===== config.mk =====
export PLATFORM = sky130hd
export DESIGN_NAME = rf_wb_arbiter
export DESIGN_NICKNAME = d
export VERILOG_FILES = /design/src/rtl/rf_wb_pkg.sv /design/src/rtl/wb_aux_fifo.sv /design/src/rtl/rf_wb_arbiter.sv
export SDC_FILE = /design/constraint.sdc
export NUM_CORES = 1
export LEC_CHECK = 0
export ABC_CLOCK_PERIOD_IN_PS = 4700
export BUFFER_PORTS_ARGS = -buffer_cell sky130_fd_sc_hd__buf_4
export CAP_MARGIN = 20
export CORE_MARGIN = 2
export CORE_UTILIZATION = 57
export CTS_BUF_LIST = sky130_fd_sc_hd__clkbuf_16
export DETAILED_ROUTE_END_ITERATION = 7
export PLACE_DENSITY = 0.85
export SETUP_SLACK_MARGIN = 0.15
export SLEW_MARGIN = 40
export SYNTH_ARGS = -nofsm -noshare
export SYNTH_HDL_FRONTEND = slang
export SYNTH_SLANG_ARGS = --single-unit

===== constraint.sdc =====
create_clock -name clk -period 4.7 [get_ports clk]
set_input_delay 0.235 -clock clk [delete_from_list [all_inputs] [get_ports clk]]
set_output_delay 0.235 -clock clk [all_outputs]
set_load 0.005 [all_outputs]

===== src/rtl/rf_wb_pkg.sv =====
// ==========================================================================
// rf_wb_pkg: shared defaults and the aux queue entry layout. Rev 1.0
// ==========================================================================
`default_nettype none

package rf_wb_pkg;

  localparam int DATA_W_DEF = 32;
  localparam int ADDR_W_DEF = 5;

  typedef struct packed {
    logic                  live;
    logic [ADDR_W_DEF-1:0] waddr;
    logic [DATA_W_DEF-1:0] wdata;
  } rf_wb_entry_t;

endpackage

`default_nettype wire


===== src/rtl/wb_aux_fifo.sv =====
// ==========================================================================
// wb_aux_fifo: circular aux result queue with kill-by-address and pend_mask. Rev 1.0
// ==========================================================================
`default_nettype none

module wb_aux_fifo
  import rf_wb_pkg::*;
#(
  parameter int DATA_W = DATA_W_DEF,
  parameter int ADDR_W = ADDR_W_DEF,
  parameter int DEPTH  = 2
) (
  input  logic                      clk,
  input  logic                      reset,
  input  logic                      push,
  input  logic [ADDR_W-1:0]         push_waddr,
  input  logic [DATA_W-1:0]         push_wdata,
  input  logic                      pop,
  input  logic                      kill,
  input  logic [ADDR_W-1:0]         kill_waddr,
  output logic [$clog2(DEPTH):0]    count,
  output logic                      head_valid,
  output logic                      head_live,
  output logic [ADDR_W-1:0]         head_waddr,
  output logic [DATA_W-1:0]         head_wdata,
  output logic [2**ADDR_W-1:0]      pend_mask
);

  localparam int PTR_W = $clog2(DEPTH);

  typedef struct packed {
    logic              live;
    logic [ADDR_W-1:0] waddr;
    logic [DATA_W-1:0] wdata;
  } entry_t;

  entry_t [DEPTH-1:0] mem_q, mem_d;
  logic [PTR_W-1:0]   rd_ptr_q, rd_ptr_d;
  logic [PTR_W-1:0]   wr_ptr_q, wr_ptr_d;
  logic [PTR_W:0]     count_q, count_d;

  always_comb begin
    mem_d = mem_q;
    for (int i = 0; i < DEPTH; i++) begin
      if (kill && (mem_q[i].waddr == kill_waddr)) mem_d[i].live = 1'b0;
    end
    // Popped slots drop their live bit so pend_mask only needs to scan live flags.
    if (pop) mem_d[rd_ptr_q].live = 1'b0;
    // A same-cycle enqueue overrides the kill: it is younger than the pipeline write.
    if (push) begin
      mem_d[wr_ptr_q].live  = (push_waddr != '0);
      mem_d[wr_ptr_q].waddr = push_waddr;
      mem_d[wr_ptr_q].wdata = push_wdata;
    end
    rd_ptr_d = rd_ptr_q + PTR_W'(pop);
    wr_ptr_d = wr_ptr_q + PTR_W'(push);
    count_d  = count_q + (PTR_W+1)'(push) - (PTR_W+1)'(pop);
  end

  always_ff @(posedge clk) begin
    if (reset) begin
      mem_q    <= '0;
      rd_ptr_q <= '0;
      wr_ptr_q <= '0;
      count_q  <= '0;
    end else begin
      mem_q    <= mem_d;
      rd_ptr_q <= rd_ptr_d;
      wr_ptr_q <= wr_ptr_d;
      count_q  <= count_d;
    end
  end

  always_comb begin
    pend_mask = '0;
    for (int i = 0; i < DEPTH; i++) begin
      if (mem_q[i].live) pend_mask[mem_q[i].waddr] = 1'b1;
    end
  end

  assign count      = count_q;
  assign head_valid = (count_q != '0);
  assign head_live  = head_valid && mem_q[rd_ptr_q].live;
  assign head_waddr = mem_q[rd_ptr_q].waddr;
  assign head_wdata = mem_q[rd_ptr_q].wdata;

endmodule

`default_nettype wire


===== src/rtl/rf_wb_arbiter.sv =====
// ==========================================================================
// rf_wb_arbiter: shares the RF write port between writeback and mul/div results. Rev 1.0
// ==========================================================================
`default_nettype none

module rf_wb_arbiter
  import rf_wb_pkg::*;
#(
  parameter int DATA_W     = DATA_W_DEF,
  parameter int ADDR_W     = ADDR_W_DEF,
  parameter int DEPTH      = 2,
  parameter int STARVE_MAX = 4
) (
  input  logic                 clk,
  input  logic                 reset,
  input  logic                 pipe_we,
  input  logic [ADDR_W-1:0]    pipe_waddr,
  input  logic [DATA_W-1:0]    pipe_wdata,
  input  logic                 aux_valid,
  output logic                 aux_ready,
  input  logic [ADDR_W-1:0]    aux_waddr,
  input  logic [DATA_W-1:0]    aux_wdata,
  output logic                 rf_we,
  output logic [ADDR_W-1:0]    rf_waddr,
  output logic [DATA_W-1:0]    rf_wdata,
  output logic                 stall_req,
  output logic [2**ADDR_W-1:0] pend_mask,
  output logic                 err_collision
);

  localparam int PTR_W = $clog2(DEPTH);
  localparam int CNT_W = $clog2(STARVE_MAX + 1);

  logic [PTR_W:0]      fifo_count;
  logic                head_valid, head_live;
  logic [ADDR_W-1:0]   head_waddr;
  logic [DATA_W-1:0]   head_wdata;
  logic [2**ADDR_W-1:0] fifo_pend;

  logic                pipe_req, grant_pipe, grant_aux, push, pop;
  logic [CNT_W-1:0]    starve_q, starve_d;
  logic                rf_we_q, rf_we_d;
  logic [ADDR_W-1:0]   rf_waddr_q, rf_waddr_d;
  logic [DATA_W-1:0]   rf_wdata_q, rf_wdata_d;
  logic                err_q, err_d;

  assign aux_ready = !reset && (fifo_count < (PTR_W+1)'(DEPTH));
  assign push      = aux_valid && aux_ready;
  assign stall_req = !reset && (starve_q == CNT_W'(STARVE_MAX));
  assign pipe_req  = pipe_we && (pipe_waddr != '0);

  always_comb begin
    grant_pipe = !stall_req && pipe_req;
    grant_aux  = head_live && (stall_req || !pipe_req);
    // A dead head leaves the queue without taking the write port.
    pop        = head_valid && (!head_live || grant_aux);

    rf_we_d    = grant_pipe || grant_aux;
    rf_waddr_d = '0;
    rf_wdata_d = '0;
    if (grant_pipe) begin
      rf_waddr_d = pipe_waddr;
      rf_wdata_d = pipe_wdata;
    end else if (grant_aux) begin
      rf_waddr_d = head_waddr;
      rf_wdata_d = head_wdata;
    end

    starve_d = '0;
    if (head_live && !grant_aux) begin
      starve_d = (starve_q == CNT_W'(STARVE_MAX)) ? starve_q : starve_q + 1'b1;
    end

    err_d = err_q || (pipe_we && stall_req);
  end

  wb_aux_fifo #(
    .DATA_W (DATA_W),
    .ADDR_W (ADDR_W),
    .DEPTH  (DEPTH)
  ) u_fifo (
    .clk        (clk),
    .reset      (reset),
    .push       (push),
    .push_waddr (aux_waddr),
    .push_wdata (aux_wdata),
    .pop        (pop),
    .kill       (grant_pipe),
    .kill_waddr (pipe_waddr),
    .count      (fifo_count),
    .head_valid (head_valid),
    .head_live  (head_live),
    .head_waddr (head_waddr),
    .head_wdata (head_wdata),
    .pend_mask  (fifo_pend)
  );

  always_ff @(posedge clk) begin
    if (reset) begin
      starve_q   <= '0;
      rf_we_q    <= 1'b0;
      rf_waddr_q <= '0;
      rf_wdata_q <= '0;
      err_q      <= 1'b0;
    end else begin
      starve_q   <= starve_d;
      rf_we_q    <= rf_we_d;
      rf_waddr_q <= rf_waddr_d;
      rf_wdata_q <= rf_wdata_d;
      err_q      <= err_d;
    end
  end

  assign rf_we         = rf_we_q;
  assign rf_waddr      = rf_waddr_q;
  assign rf_wdata      = rf_wdata_q;
  assign err_collision = err_q;
  assign pend_mask     = reset ? '0 : fifo_pend;

endmodule

`default_nettype wire

==> flow_metrics.py <==
metrics = {
    "floorplanning": {
        "start_util": 0.578,
        "ios": 151,
        "rows": 37,
        "die_h_um": 106,
        "die-area_um2": 11200,
        "core-area_um2": 10200,
        "die_w_um": 106,
    },
    "routing": {
        "wirelength_um": 16500,
        "drcViolationCount": 0,
        "dr.pass1.iters": 6,
        "vias": 5626,
        "dr.first_iter.drc_count": 422,
        "vias_per_cell": 5.71,
        "drtAntennaViolNets": 0,
        "wire_per_inst_um": 16.7,
    },
    "timing": {
        "skew_ns": 0.0133,
        "fin_crit_ns": 2.37,
        "worst_pin_slew_ns": 0.807,
        "min_period_over_period": 0.504,
        "rsz0062_at_grt": "false",
        "fin_tns_setup_ns": 0,
        "hold_viol": 0,
        "whs_ns": 0.0621,
        "max_slew_margin": 0.462,
        "setup_ws_ns": 2.33,
        "max_freq_mhz": 422,
        "drv_slew": 0,
        "setup_violations": 0,
    },
    "power": {
        "intPower_mw": 2.05,
        "p_switching_uw": 618,
        "p_total_mw": 2.66,
        "power_density_nw_per_um2": 348,
        "seq_power_share": 0.404,
        "ir_drop_mv": 0.270,
        "leakage_nw": 3.29,
        "pwr-share-comb": 0.080,
        "switching_share": 0.232,
        "clockPowerShare": 0.515,
    },
    "yosys": {
        "syn-cell-area_um2": 5890,
        "syn_avg_cell_area_um2": 8.19,
        "synth.area.top_cells": "dfxtp_1 41%, a21oi_1 8.3%, nor2_1 8.3%",
        "synth_nets": 802,
        "synth_edf_count": 0,
        "synth_ff_type": "dfxtp_1",
        "async_flop_share": 0,
        "yosys.cell_types.count": 36,
        "synthCells": 719,
        "ys_seq_area_frac": 0.415,
        "yosysTopAreaCellShare": 0.415,
        "yosysWarnings": 0,
        "ys_seq_elements": 122,
        "synth_top_area_cell": "dfxtp_1",
    },
    "setup_path": {
        "path_cells": "nor3b_2 -> ha_1 -> and3_1 -> buf_4 -> a21oi_1 -> nor2_1",
        "required_ns": 5.05,
        "crit_path_end_kind": "register",
        "rr_worst_depth": 6,
        "cpPeakStageDelay_ns": 0.59,
        "crit_path_top_delay_cell": "and3_1",
        "cp_num_buf_inv": 1,
        "critical_path_depth": 6,
        "crit_family": "simple AND/OR/NAND/NOR gates",
        "worst_setup_path_start_kind": "register",
        "crit_type": "reg2reg",
        "arrival_ns": 2.72,
        "path_max_fanout": 22,
    },
    "clock_network": {
        "clk_latency_ns": 0.41,
        "cts-resized-gates": 0,
        "cts_tree": "done",
        "clock_sinks": 122,
        "postCtsHoldBufs": 0,
        "htree_levels": 4,
        "clockBufferDepth": 2,
        "cts_setup_buffers": 0,
        "cts_buffers": 17,
        "root_buffer": "clkbuf_16",
        "clk_pin_slew_ns": 0.06,
    },
    "grt": {
        "gr-total-overflow": 0,
        "grt_pass1_vias": 5563,
        "grt_max_degree": 86,
        "grt_usage": 0.297,
        "grt_antenna_before_repair": 0,
        "grt_pass1_wl_um": 26900,
    },
    "run": {
        "maxCapViolCount": 0,
    },
    "final_layout": {
        "diodes": 0,
        "fillers": 714,
        "area_delta_synth_final_pct": 30.1,
        "num-nets-final": 919,
        "drive_above_1_share": 0.299,
        "post-route-util": 0.752,
    },
    "place": {
        "place.gp.congestion": 0.907,
        "port_buffers": 150,
        "hpwl_um": 10300,
        "post-place-ws_ns": 1.88,
    },
    "status": {
        "outcome": "finished, final reports clean",
    },
    "min_path": {
        "hold_class": "in2reg",
        "holdPathStages": 3,
    },
}
placed cells by master, fill, tap and decap left out, types with 5 or more instances in the layout:
cell type  count
nor2_1       129
nand3_2       10
a21oi_1       98
clkbuf_16     17
mux2_2        39
a32oi_1        6
nor3b_1        8
dfxtp_1      121
inv_1          7
nand3_1       25
ha_1           5
and3_1         6
nor2b_1       75
a21oi_2       10
a22oi_1       32
xnor2_1        7
nor3_1         6
buf_4        157
nand2_1       42
synthesized netlist by cell type (all sizes together) (3+ instances only):
| library cell | n |
|---|---|
| nor3 | 7 |
| mux2 | 39 |
| ha | 5 |
| nand3 | 35 |
| nand2 | 42 |
| dfxtp | 122 |
| nand3b | 3 |
| and3b | 3 |
| buf | 20 |
| nor2b | 75 |
| nor2 | 130 |
| a22oi | 32 |
| xor2 | 4 |
| clkbuf | 41 |
| nor3b | 10 |
| a21oi | 108 |
| inv | 7 |
| a32oi | 6 |
| xnor2 | 7 |
| and3 | 6 |
layout make-up:
type,instances,area (µm²),share of cell area
sequential,122,2450,0.319
inverter,7,26.3,0.00343
clock inverter,15,196,0.0256
multi-input combinational,529,3170,0.414
clock buffer,17,425,0.0555
tap,136,170,0.0222
timing repair buffer,159,1220,0.159
flip-flops by register name (all words and copies together), names as in the netlist:
| signal | flops |
|---|---|
| rf_we | 1 |
| rf_waddr | 5 |
| starve_q | 3 |
| u_fifo.wr_ptr_q | 1 |
| rf_wdata | 32 |
| u_fifo.mem_q | 76 |
| u_fifo.rd_ptr_q | 1 |
| u_fifo.count | 2 |
| err_collision | 1 |
logic make-up (layout without fill, tap and decap cells):
family / count (synthesis) / count (layout) / share of synthesized area
adders and majority gates: 5 / 5 / 0.0106
AOI/OAI and AO/OA: 158 / 158 / 0.164
and+or+nand+nor: 314 / 314 / 0.265
DFF: 122 / 122 / 0.415
xor gates and xnor gates: 11 / 11 / 0.0164
buffers and inverters: 68 / 198 / 0.0514
muxes: 41 / 41 / 0.0780
worst min-delay path, delay by kind of cell:
family	cells	cell delay [ns]
AOI/OAI and AO/OA	1	0.05
buffers and inverters	1	0.08
and+or+nand+nor	1	0.07
power by group through the flow:
stage          Combinational, mW  Sequential [mW]  Clock (mW)
2_1_floorplan              0.111             1.09           0
3_3_place_gp               0.200             1.10           0
3_5_place_dp               0.209             1.10           0
4_1_cts                    0.212             1.08        1.38
5_1_grt                    0.231             1.08        1.43
6_report                   0.214             1.08        1.37
stage by stage:
| step | area, µm² | std cells |
|---|---|---|
| CTS | 7650 | 985 |
| global route | 7660 | 985 |
| floorplan | 5890 | 719 |
| finish | 7660 | 985 |
| detailed placement | 7030 | 953 |
| global placement | 6980 | 951 |
metal layers:
metal	global-route usage	wire length, µm	vias up
met5	0	0	-
met4	0.111	344	0
met2	0.499	8150	260
li1	-	-	2680
met3	0.0711	1230	32
met1	0.370	6760	2654
path summary, 6_finish.rpt:
check	to	slack [ns]	start
min	u_fifo.mem_q[55]$_SDFFE_PP0P_	0.06	aux_wdata[17]
max	u_fifo.mem_q[5]$_SDFFE_PP0P_	2.33	u_fifo.count[1]$_SDFF_PP0_
min reg2reg	err_collision$_SDFF_PP0_	0.50	err_collision$_SDFF_PP0_
max reg2reg	u_fifo.mem_q[5]$_SDFFE_PP0P_	2.33	u_fifo.count[1]$_SDFF_PP0_
(Power assumes the default switching activity.)
